### src/rtl/seq_alu.sv
// Multi-cycle ALU: logic/arith ops finish in one cycle, MOD runs a restoring divider.
// Define SEQ_ALU_QUOT_EN to add the quot output carrying floor(a/b) for MOD.
module seq_alu #(
    parameter  int WIDTH = 32,
    localparam int CNT_W = $clog2(WIDTH + 1)
) (
    input  logic             clk,
    input  logic             reset,
    input  logic             start,
    input  logic [WIDTH-1:0] a,
    input  logic [WIDTH-1:0] b,
    input  logic [2:0]       aluop,
`ifdef SEQ_ALU_QUOT_EN
    output logic [WIDTH-1:0] quot,
`endif
    output logic [WIDTH-1:0] res,
    output logic             carry,
    output logic             zero,
    output logic             div0,
    output logic             busy,
    output logic             done
);

    typedef enum logic [1:0] {IDLE, EXEC, DIV, DONE} state_t;

    localparam logic [2:0] OP_AND = 3'b000;
    localparam logic [2:0] OP_OR  = 3'b001;
    localparam logic [2:0] OP_XOR = 3'b010;
    localparam logic [2:0] OP_NOR = 3'b011;
    localparam logic [2:0] OP_SLT = 3'b100;
    localparam logic [2:0] OP_ADD = 3'b101;
    localparam logic [2:0] OP_SUB = 3'b110;
    localparam logic [2:0] OP_MOD = 3'b111;

    state_t           state, nextState;
    logic [WIDTH-1:0] aReg, bReg;
    logic [2:0]       opReg;
    logic [WIDTH:0]   rem;
    logic [CNT_W-1:0] cnt;

    logic [WIDTH-1:0] execRes;
    logic             execCarry;
    logic [WIDTH:0]   sum, diff;
    logic [WIDTH:0]   shifted, trial, remNext;
    logic             qBit;

    always_ff @(posedge clk or negedge reset) begin
        if (!reset) state <= IDLE;
        else        state <= nextState;
    end

    always_comb begin
        nextState = state;
        case (state)
            IDLE: if (start) nextState = (aluop == OP_MOD && b != '0) ? DIV : EXEC;
            EXEC: nextState = DONE;
            DIV:  if (cnt == '0) nextState = DONE;
            DONE: nextState = IDLE;
            default: nextState = IDLE;
        endcase
    end

    always_comb begin
        busy = (state != IDLE);
        done = (state == DONE);
    end

    always_comb begin
        sum       = {1'b0, aReg} + {1'b0, bReg};
        diff      = {1'b0, aReg} - {1'b0, bReg};
        execRes   = '0;
        execCarry = 1'b0;
        case (opReg)
            OP_AND: execRes = aReg & bReg;
            OP_OR:  execRes = aReg | bReg;
            OP_XOR: execRes = aReg ^ bReg;
            OP_NOR: execRes = ~(aReg | bReg);
            OP_SLT: execRes = {{(WIDTH-1){1'b0}}, ($signed(aReg) < $signed(bReg))};
            OP_ADD: begin execRes = sum[WIDTH-1:0];  execCarry = sum[WIDTH];  end
            OP_SUB: begin execRes = diff[WIDTH-1:0]; execCarry = diff[WIDTH]; end
            default: execRes = aReg;
        endcase
    end

    // Partial remainder never exceeds b, so a negative trial shows up as its top bit.
    always_comb begin
        shifted = {rem[WIDTH-1:0], aReg[WIDTH-1]};
        trial   = shifted - {1'b0, bReg};
        qBit    = ~trial[WIDTH];
        remNext = qBit ? trial : shifted;
    end

    always_ff @(posedge clk or negedge reset) begin
        if (!reset) begin
            aReg  <= '0;
            bReg  <= '0;
            opReg <= '0;
            rem   <= '0;
            cnt   <= '0;
            res   <= '0;
            carry <= 1'b0;
            zero  <= 1'b1;
            div0  <= 1'b0;
`ifdef SEQ_ALU_QUOT_EN
            quot  <= '0;
`endif
        end else begin
            case (state)
                IDLE: if (start) begin
                    aReg  <= a;
                    bReg  <= b;
                    opReg <= aluop;
                    rem   <= '0;
                    cnt   <= CNT_W'(WIDTH);
                end
                EXEC: begin
                    res   <= execRes;
                    carry <= execCarry;
                    zero  <= (execRes == '0);
                    div0  <= (opReg == OP_MOD);
`ifdef SEQ_ALU_QUOT_EN
                    quot  <= (opReg == OP_MOD) ? '1 : '0;
`endif
                end
                DIV: if (cnt != '0) begin
                    rem  <= remNext;
`ifdef SEQ_ALU_QUOT_EN
                    aReg <= {aReg[WIDTH-2:0], qBit};
`else
                    aReg <= {aReg[WIDTH-2:0], 1'b0};
`endif
                    cnt  <= cnt - CNT_W'(1);
                end else begin
                    res   <= rem[WIDTH-1:0];
                    carry <= 1'b0;
                    zero  <= (rem[WIDTH-1:0] == '0);
                    div0  <= 1'b0;
`ifdef SEQ_ALU_QUOT_EN
                    quot  <= aReg;
`endif
                end
                default: ;
            endcase
        end
    end

endmodule
### config.mk
export PLATFORM = sky130hd
export DESIGN_NAME = seq_alu
export DESIGN_NICKNAME = d
export VERILOG_FILES = /design/src/rtl/seq_alu.sv
export SDC_FILE = /design/constraint.sdc
export NUM_CORES = 1
export LEC_CHECK = 0
export ABC_AREA = 1
export ABC_CLOCK_PERIOD_IN_PS = 5500
export CELL_PAD_IN_SITES_DETAIL_PLACEMENT = 1
export CELL_PAD_IN_SITES_GLOBAL_PLACEMENT = 1
export CORE_MARGIN = 10
export CORE_UTILIZATION = 46
export DETAILED_ROUTE_END_ITERATION = 10
export PLACE_DENSITY_LB_ADDON = 0.1
export SLEW_MARGIN = 5
export SYNTH_ARGS = -nofsm -noshare
export SYNTH_HDL_FRONTEND = slang
export SYNTH_SLANG_ARGS = --single-unit
export TNS_END_PERCENT = 10
### constraint.sdc
create_clock -name clk -period 5.5 [get_ports clk]
set_input_delay 0.825 -clock clk [delete_from_list [all_inputs] [get_ports clk]]
set_output_delay 0.825 -clock clk [all_outputs]
set_load 0.02 [all_outputs]
==> impl_metrics.tcl <==
set metrics [dict create \
    status "finished clean" \
    tns_ns 0 \
    hp-class "reg -> reg" \
    clk_pin_slew_ns 0.07 \
    viasPerCell 5.92 \
    fin_skew_ns 0.00947 \
    r2r-start "opReg[2]" \
    ios 107 \
    max_slew.worst_pin.slew_ns 1.07 \
    grt.total_usage 0.327 \
    cts_buffers 17 \
    max_freq_mhz 271 \
    place_congestion 1.02 \
    dieHeight_um 203 \
    ys_seq_area_frac 0.231 \
    cts_root_buf "clkbuf_16" \
    met1_usage 0.426 \
    synth_ff_type "dfrtp_1" \
    cp_max_fo 25 \
    yosys-top-cells-area "dfrtp_1 23%, nand2_1 18%, ha_1 12%" \
    wl_mm 68.7 \
    final_max_slew_viol_count 0 \
    synth.distinct_cells 54 \
    die_w_um 203 \
    syn_to_final_growth_pct 12.7 \
    rsz0062_at_grt "no" \
    finalSetupViolations 0 \
    hold_viol 0 \
    async_flop_share 1.00 \
    layout_min_cycle_time_ns 3.69 \
    grt_max_degree 102 \
    cts_hold_buf 0 \
    antenna_found_initial 1 \
    arrival_ns 4.06 \
    crit_path_end_kind "flip-flop" \
    synth-edff-count 0 \
    crit_start "opReg[2]" \
    worstHoldStart "res[6]" \
    min_period_over_period 0.670 \
    grt_pass1_vias 17967 \
    initial_core_util 0.469 \
    final_cell_mix "743 x nand2_1, 353 x inv_1, 196 x nand3_1" \
    ctsResizeCount 0 \
    yosys.area.top_type_share 0.229 \
    yosysTopAreaCell "dfrtp_1" \
    clock_path_buffers 2 \
    fill_cells 4577 \
    drc 0 \
    grt-busiest-layer "met2" \
    htreeDepth 4 \
    use_met3 0.0358 \
    postSynthAreaPerCell_um2 6.22 \
    dieArea_um2 41200 \
    vias 17635 \
    required_ns 5.87 \
    grt_first_pass_wirelength_mm 105 \
    cts_setup_buffers 0 \
    drive_above_1_share 0.0343 \
    syn_inst 2473 \
    ant_nets 0 \
    cap_violations 0 \
    firstDrtPassIters 6 \
    coreArea_um2 32800 \
    cp-start-kind "flip-flop" \
    slew_headroom 0.288 \
    clkSinkCount 142 \
    layout_commonest_cell "nand2_1" \
    nets 2746 \
    synth_fp_nets 2697 \
    clk_latency_ns 0.44 \
    wire_per_inst_um 23.1 \
    grt_overflow 0 \
    num_rows 66 \
    ys_seq_elements 142 \
    dp_hpwl_mm 55.1 \
    synth_area_um2 15400 \
    drt_iter0_markers 1552 \
    worstSetupPathType "reg -> reg" \
    cts_tree "built" \
    gr-usage-met2 0.543 \
    ys_warn_count 0 \
    io_buffers 106 \
]
## flip-flops by register name, summed over array words and instances, names as in the netlist
register	cells
carry	1
cnt	6
res	32
state	2
bReg	32
zero	1
aReg	32
rem	32
opReg	3
div0	1
## path summary, 6_finish.rpt
| kind | slack (ns) | end | depth (start not counted) |
|---|---|---|---|
| setup / recovery | 1.81 | zero | 16 |
| hold / removal | 0.48 | res[6] | 2 |
| setup reg to reg | 1.81 | zero | 16 |
| hold reg to reg | 0.48 | res[6] | 2 |
| max in group asynchronous | 3.81 | bReg[29] | 2 |
| min in group asynchronous | 0.52 | res[8] | 1 |
## final cells by class
type	count	area, um2	share of cell area
repair buffers	119	1160	0.0669
well taps	442	553	0.0319
diodes	1	2.50	0.000144
inverters	366	1370	0.0792
flip-flops and latches	142	3550	0.205
multi-input cells	1876	10000	0.578
clock inverters	10	183	0.0105
clock buffers	22	484	0.0279
## layer usage
layer / part of all wire / wire, um
met1: 0.43 / 29700
met2: 0.47 / 32000
met5: 0 / 0
met4: 0.039 / 2710
met3: 0.063 / 4330
## cells in the mapped netlist, types with 9 or more instances
cell,n
nand3_1,196
nor3_1,17
dfrtp_1,141
o21ai_0,174
inv_1,355
o22ai_1,23
nand2_1,743
nor4_1,13
xnor2_1,10
inv_2,9
nand4_1,48
o21ai_2,9
a221oi_1,10
ha_1,151
xor2_1,16
buf_2,31
clkbuf_1,37
o21bai_1,13
o21ai_1,26
a21oi_1,125
o211ai_1,38
nor2_1,194
## kinds of logic (layout without fill, tap and decap cells)
group | count (synthesis) | after routing | share of synthesized area
simple gates | 1238 | 1238 | 0.337
compound gates | 458 | 458 | 0.173
buf+inv | 455 | 517 | 0.118
fa+ha+maj | 154 | 154 | 0.127
flops | 142 | 142 | 0.231
xor+xnor | 26 | 26 | 0.0148
other cells | 0 | 1 | 0
## critical path, stage by stage, from the launching register on
cell,delay [ns]
dfrtp_1,0.93
inv_2,0.26
nand3_2,0.52
inv_2,0.25
nand2_1,0.13
o21ai_0,0.09
nor2_1,0.09
nand3_1,0.16
nor2_1,0.19
nand3_1,0.10
nor2_1,0.14
nand2_1,0.08
nor2_1,0.17
nand3_1,0.15
nor2_1,0.11
nand3_1,0.08
a21oi_1,0.15
## per-stage QoR
step / hold WS, ns / utilization / cells / cell area (um2) / setup slack, ns
5_1_grt: 0.518 / 0.529 / 2978 / 17300 / 1.59
4_1_cts: 0.486 / 0.529 / 2977 / 17300 / 1.93
3_5_place_dp: 0.469 / 0.509 / 2945 / 16700 / 1.81
3_3_place_gp: 0.464 / 0.509 / 2945 / 16700 / 1.95
6_report: 0.483 / 0.529 / 2978 / 17300 / 1.81
2_1_floorplan: 0.457 / - / 2473 / 15400 / 2.97
Power is not shown: default switching activity piles up to over one toggle a cycle in this logic, so the estimate is an artifact.
